File: config.mk
export PLATFORM = sky130hd
export DESIGN_NAME = wb_stage
export DESIGN_NICKNAME = d
export VERILOG_FILES = /design/src/rtl/wb_stage_pkg.sv /design/src/rtl/wb_stage_load_align.sv /design/src/rtl/wb_stage.sv
export SDC_FILE = /design/constraint.sdc
export NUM_CORES = 1
export LEC_CHECK = 0
export ABC_AREA = 1
export CAP_MARGIN = 15
export CORE_MARGIN = 5
export CORE_UTILIZATION = 51
export CTS_BUF_LIST = sky130_fd_sc_hd__clkbuf_4 sky130_fd_sc_hd__clkbuf_8 sky130_fd_sc_hd__clkbuf_16
export CTS_CLUSTER_SIZE = 10
export DETAILED_ROUTE_END_ITERATION = 10
export PLACE_DENSITY = 0.93
export REMOVE_ABC_BUFFERS = 1
export SLEW_MARGIN = 20
export SYNTH_ARGS = -nofsm -noshare
export SYNTH_HDL_FRONTEND = slang
export SYNTH_SLANG_ARGS = --single-unit
File: constraint.sdc
create_clock -name clk -period 2.14 [get_ports clk]
set_input_delay 0.321 -clock clk [delete_from_list [all_inputs] [get_ports clk]]
set_output_delay 0.321 -clock clk [all_outputs]
set_load 0.01 [all_outputs]
File: src/rtl/wb_stage_pkg.sv
// Shared types and load-op encodings for the writeback stage.
package wb_stage_pkg;

  localparam int REG_W  = 32;
  localparam int ADDR_W = 5;

  localparam logic [2:0] LOAD_LW  = 3'b000;
  localparam logic [2:0] LOAD_LB  = 3'b001;
  localparam logic [2:0] LOAD_LBU = 3'b010;
  localparam logic [2:0] LOAD_LH  = 3'b011;
  localparam logic [2:0] LOAD_LHU = 3'b100;

  // Everything latched from MEM when the stage advances.
  typedef struct packed {
    logic [REG_W-1:0]  pc;
    logic              rf_we;
    logic [ADDR_W-1:0] waddr;
    logic [REG_W-1:0]  alu_res;
    logic              sel_rf_res;
    logic [2:0]        load_op;
  } wb_regs_t;

endpackage

File: src/rtl/wb_stage_load_align.sv
// Load data alignment: picks byte/half lane by address and extends.
// Unknown load-op codes fall back to a full-word load.
module wb_load_align
  import wb_stage_pkg::*;
(
  input  logic [31:0] rdata,
  input  logic [1:0]  addr_lo,
  input  logic [2:0]  load_op,
  output logic [31:0] wdata
);

  logic [7:0]  byte_lane;
  logic [15:0] half_lane;

  // Lane select (little-endian) and sign/zero extension.
  always_comb begin
    wdata     = rdata;
    byte_lane = rdata[7:0];
    case (addr_lo)
      2'd0: byte_lane = rdata[7:0];
      2'd1: byte_lane = rdata[15:8];
      2'd2: byte_lane = rdata[23:16];
      default: byte_lane = rdata[31:24];
    endcase
    // addr_lo[0] is ignored for halves; misalignment traps before WB.
    half_lane = addr_lo[1] ? rdata[31:16] : rdata[15:0];
    case (load_op)
      LOAD_LB:  wdata = {{24{byte_lane[7]}}, byte_lane};
      LOAD_LBU: wdata = {24'h0, byte_lane};
      LOAD_LH:  wdata = {{16{half_lane[15]}}, half_lane};
      LOAD_LHU: wdata = {16'h0, half_lane};
      default:  wdata = rdata;
    endcase
  end

endmodule

File: src/rtl/wb_stage.sv
// Writeback stage: registers MEM results, aligns load data, drives the
// regfile write port. Synchronous RAM read data is captured into a hold
// buffer when a load stalls in WB so it survives the stall.
// Optional commit-trace outputs are enabled with WB_DEBUG_TRACE_EN.
module wb_stage
  import wb_stage_pkg::*;
#(
  parameter logic [31:0] RESET_PC = 32'hbfc0_0000
) (
  input  logic        clk,
  input  logic        rst,
  input  logic        stall_i,
  input  logic        flush_i,
  input  logic        mem_valid_i,
  input  logic [31:0] mem_pc_i,
  input  logic        mem_rf_we_i,
  input  logic [4:0]  mem_rf_waddr_i,
  input  logic [31:0] mem_alu_res_i,
  input  logic        mem_sel_rf_res_i,
  input  logic [2:0]  mem_load_op_i,
  input  logic [31:0] data_ram_rdata_i,
`ifdef WB_DEBUG_TRACE_EN
  output logic [31:0] debug_wb_pc,
  output logic [3:0]  debug_wb_rf_wen,
  output logic [4:0]  debug_wb_rf_wnum,
  output logic [31:0] debug_wb_rf_wdata,
`endif
  output logic        wb_rf_we,
  output logic [4:0]  wb_rf_waddr,
  output logic [31:0] wb_rf_wdata,
  output logic [31:0] wb_pc_o
);

  wb_regs_t    regs;
  logic        valid;
  logic        hold_vld;
  logic [31:0] rdata_hold;
  logic [31:0] load_src;
  logic [31:0] load_data;

  // Stage registers: reset > flush > stall > advance.
  always_ff @(posedge clk) begin
    if (!rst) begin
      regs       <= '0;
      regs.pc    <= RESET_PC;
      valid      <= 1'b0;
      hold_vld   <= 1'b0;
      rdata_hold <= '0;
    end else if (flush_i) begin
      valid    <= 1'b0;
      hold_vld <= 1'b0;
    end else if (stall_i) begin
      // RAM data is only valid on the first WB cycle; keep a copy.
      if (valid && regs.sel_rf_res && !hold_vld) begin
        rdata_hold <= data_ram_rdata_i;
        hold_vld   <= 1'b1;
      end
    end else begin
      regs.pc         <= mem_pc_i;
      regs.rf_we      <= mem_rf_we_i;
      regs.waddr      <= mem_rf_waddr_i;
      regs.alu_res    <= mem_alu_res_i;
      regs.sel_rf_res <= mem_sel_rf_res_i;
      regs.load_op    <= mem_load_op_i;
      valid           <= mem_valid_i;
      hold_vld        <= 1'b0;
    end
  end

  assign load_src = hold_vld ? rdata_hold : data_ram_rdata_i;

  wb_load_align u_align (
    .rdata   (load_src),
    .addr_lo (regs.alu_res[1:0]),
    .load_op (regs.load_op),
    .wdata   (load_data)
  );

  // Not gated by stall: repeated identical writes are harmless.
  assign wb_rf_we    = valid & regs.rf_we & (regs.waddr != 5'd0);
  assign wb_rf_waddr = regs.waddr;
  assign wb_rf_wdata = regs.sel_rf_res ? load_data : regs.alu_res;
  assign wb_pc_o     = regs.pc;

`ifdef WB_DEBUG_TRACE_EN
  logic first_cycle;

  // Marks the first cycle an instruction sits in WB so a stalled commit is reported once.
  always_ff @(posedge clk) begin
    if (!rst)         first_cycle <= 1'b0;
    else if (flush_i) first_cycle <= 1'b0;
    else if (stall_i) first_cycle <= 1'b0;
    else              first_cycle <= mem_valid_i;
  end

  assign debug_wb_pc       = valid ? regs.pc : 32'h0;
  assign debug_wb_rf_wen   = {4{wb_rf_we & first_cycle}};
  assign debug_wb_rf_wnum  = valid ? regs.waddr : 5'h0;
  assign debug_wb_rf_wdata = valid ? wb_rf_wdata : 32'h0;
`endif

endmodule
==> results of run 1 <==
metrics by stage:
stage | worst slack, ns | instances
after floorplan | -1.39 | 840
after global placement | -0.322 | 1201
after detailed placement | -0.364 | 1201
after CTS | -0.104 | 1225
after global routing | -0.234 | 1236
final | -0.137 | 1236
worst max-delay path by stage:
| stage | startpoint | to | depth (start not counted) |
|---|---|---|---|
| final | regs[1] | wb_rf_wdata[6] | 11 |
| after detailed placement | data_ram_rdata_i[31] | wb_rf_wdata[17] | 10 |
| after floorplan | flush_i | regs[1] | 4 |
| after global placement | data_ram_rdata_i[31] | wb_rf_wdata[29] | 10 |
| after global routing | regs[1] | wb_rf_wdata[6] | 11 |
| after CTS | hold_vld | wb_rf_wdata[21] | 11 |
per-layer routing:
| layer | wire length (µm) | GRT usage, % | vias up | share of wire (%) |
|---|---|---|---|---|
| met3 | 2360 | 9.15 | 108 | 11 |
| met5 | 0 | 0 | - | 0 |
| met2 | 10200 | 46.4 | 413 | 47 |
| li1 | - | - | 3202 | - |
| met4 | 1000 | 12.3 | 0 | 4.7 |
| met1 | 7920 | 34.1 | 3117 | 37 |
logic make-up (layout without fill, tap and decap cells):
| logic type | count (synthesis) | count (layout) | share of synthesized area, % |
|---|---|---|---|
| simple gates | 535 | 536 | 37.3 |
| compound gates | 145 | 145 | 12.6 |
| buf+inv | 145 | 303 | 13.0 |
| flops | 108 | 108 | 37.1 |
| other cells | 0 | 1 | 0 |
flip-flops by register name (all words and copies together), names as in the netlist:
name         flops
wb_pc_o         32
wb_rf_waddr      5
rdata_hold      32
valid            1
regs            37
hold_vld         1
worst reg2reg max path: cells and delay by family, from the launching register on:
family        cells  cell delay [ns]
buf+inv           3             0.80
flops             1             0.33
simple gates      5             0.59
area by class of cell:
type	count	area [µm²]	area share (%)
flip-flops and latches	108	2180	25.4
multi-input cells	681	3310	38.6
clock inverters	4	48.8	0.569
well taps	143	179	2.09
repair buffers	235	2400	28.0
clock buffers	12	254	2.96
diodes	1	2.50	0.0292
inverters	52	205	2.39
cell usage in the layout, fill, tap and decap left out, types with 9 or more instances in the layout:
| cell type | count |
|---|---|
| a21oi_2 | 12 |
| clkbuf_16 | 14 |
| buf_6 | 9 |
| inv_1 | 42 |
| a21oi_1 | 22 |
| nor2_1 | 208 |
| nand2_2 | 32 |
| o21ai_0 | 99 |
| nand3_1 | 37 |
| buf_2 | 26 |
| buf_4 | 31 |
| nand2_4 | 10 |
| clkdlybuf4s50_1 | 147 |
| nand2_1 | 201 |
| or2_2 | 16 |
| dfxtp_1 | 102 |
| nand3_2 | 12 |
| buf_12 | 12 |
synthesized netlist by cell type:
library cell	n	area share [%]
or2_2	16	1.7
buf_2	14	1.2
nand2_1	235	15
nor3_1	1	0.086
and2_1	6	0.64
or2_1	1	0.11
o21ai_1	1	0.086
o21ai_2	1	0.15
nand4_1	2	0.21
nor2_4	1	0.19
nand3_1	50	4.3
clkbuf_1	32	2.1
o21ai_0	102	8.8
nor4_1	1	0.11
nand3_2	2	0.34
nor2_1	212	14
buf_6	5	0.97
a21oi_1	40	3.4
inv_2	5	0.32
inv_1	44	2.8
clkinv_1	2	0.13
nand2_2	8	0.86
o211ai_1	1	0.13
clkinv_4	1	0.15
buf_1	1	0.064
buf_4	41	5.3
dfxtp_1	108	37
power by group through the flow:
stage,Clock [mW],Sequential [mW],Combinational [mW]
floorplan,0,2.22,0.477
detailed placement,0,2.20,1.17
CTS,1.73,2.16,1.18
global route,1.82,2.17,1.48
global placement,0,2.20,1.15
finish,1.73,2.17,1.37
what timing repair did:
item                                    4_1_cts  5_1_grt
hold endpoints to repair                      0        0
resized for setup                           164       92
cloned                                        4        5
pin swaps                                    11       21
endpoints found under the setup margin       32       32
setup buffers                                 4        6
==> impl_metrics.ini, run 1 <==
[outcome]
outcome = finished with violations
violations = negative setup slack

[timing]
tightest_slew_ns = 0.427
rsz0062_at_grt = yes
max_freq_ghz = 0.439
whs_ns = 0.442
drv_slew = 0
timing.final.ws_setup_ns = -0.137
finalHoldViolations = 0
fin_skew_ns = 0.00614
period_needed_ns = 2.28
fin_tns_setup_ns = -2.30
finalSetupViolCount = 30
slew-limit-headroom_pct = 71.5
period_share_pct = 106

[floorplanning]
fp.dieW_um = 117
io_pins = 181
fp-row-count = 39
die_h_um = 117
design.die.area_mm2 = 0.0137
coreArea_mm2 = 0.0113
start_util_pct = 51.5

[synthesis]
syn-cell-area_mm2 = 0.00583
synth_cells = 933
ys_seq_area_share_pct = 37.1
ys_ff_latch = 108
yosysUniqueCellTypes = 27
avgSynthCellArea_um2 = 6.25
yosysWarnings = 0

[setup_path]
critPathLaunchType = flop
r2r.worst_path.cells = 8
cp_data_arrival_time_ns = 1.96
rr_startpoint = regs[3]
cpPeakStageDelay_ns = 0.38
cp_max_fo = 5
cpLargestDelayFamily = simple AND/OR/NAND/NOR gates
cp_cell_sequence = inv_1 > nand3_2 > nand2_2 > inv_2 > nand2_2 > nand2_4 > nand2_1 > nand2_1 > nor2_1 > nor2_1 > buf_2
endpoint_kind = output port
timing.rr.end = rdata_hold[5]
crit_buf_inv = 3
crit_required_ns = 1.82
crit_type = flop to output port
cp_slowest_cell = dfxtp_4
r2r_slack_ns = 0.36

[layout]
final_util_pct = 75.8
layout.nets = 1198
syn_to_final_growth_pct = 47.2
drive_gt1_share_pct = 20.1
fill_cells = 783
postLayoutCellArea_mm2 = 0.00858

[global_route]
gr-total-overflow = 0
antenna_found_initial = 1
grtUsageTotal_pct = 28.3
grt_max_degree = 109
grt_pass1_wl_mm = 30.6
grt_pass1_vias = 6228

[clock_network]
clockBufferDepth = 2
cts_hold_buf = 0
cts_tree = yes
cts_root_buf = clkbuf_16
cts_num_sinks = 108
numCtsBuffers = 9
clk_pin_slew_worst_paths_ns = 0.07
htree_num_levels = 3
clkLatencyLatePin_ns = 0.36

[power_and_ir_drop]
comb_power_share_pct = 26.0
power.density_mw_per_mm2 = 614
intPower_mw = 3.74
p_seq_share_pct = 41.1
vdd_ir_drop_max_mv = 0.587
p_sw_share_pct = 29.0
total_power_mw = 5.27
clkPwrFrac_pct = 32.8
p_switching_mw = 1.53
p_leak_nw = 4.00

[detailed_routing]
post_drt_wl_per_cell_um = 17.3
first_pass_iters = 6
drt-total-wl_mm = 21.4
ant_nets = 0
drt_iter0_markers = 756
num_vias = 6840
drc_errors = 0
via_per_inst = 5.53

[hold_path]
holdPathStages = 3
hold-path-endpoint = wb_pc_o[26]
hp-start = rst
hp-class = primary input to flop

[placed_design]
gp_congestion = 0.963
post_dp_cell_area_mm2 = 0.00765
io_buffers = 180
dp_hpwl_mm = 12.6

[flow_run]
maxCapViolCount = 0
Note: power is estimated with default switching activity, not from simulation.
==> inputs of run 2 (changes only) <==
--- a/config.mk
+++ b/config.mk
@@ -12,6 +12,7 @@
 export CTS_BUF_LIST = sky130_fd_sc_hd__clkbuf_4 sky130_fd_sc_hd__clkbuf_8 sky130_fd_sc_hd__clkbuf_16
 export CTS_CLUSTER_SIZE = 10
 export DETAILED_ROUTE_END_ITERATION = 10
+export HOLD_SLACK_MARGIN = 0.05
 export PLACE_DENSITY = 0.93
 export REMOVE_ABC_BUFFERS = 1
 export SLEW_MARGIN = 20
==> results of run 2 <==
Final layout, timing and power as in run 1 (identical DEF).
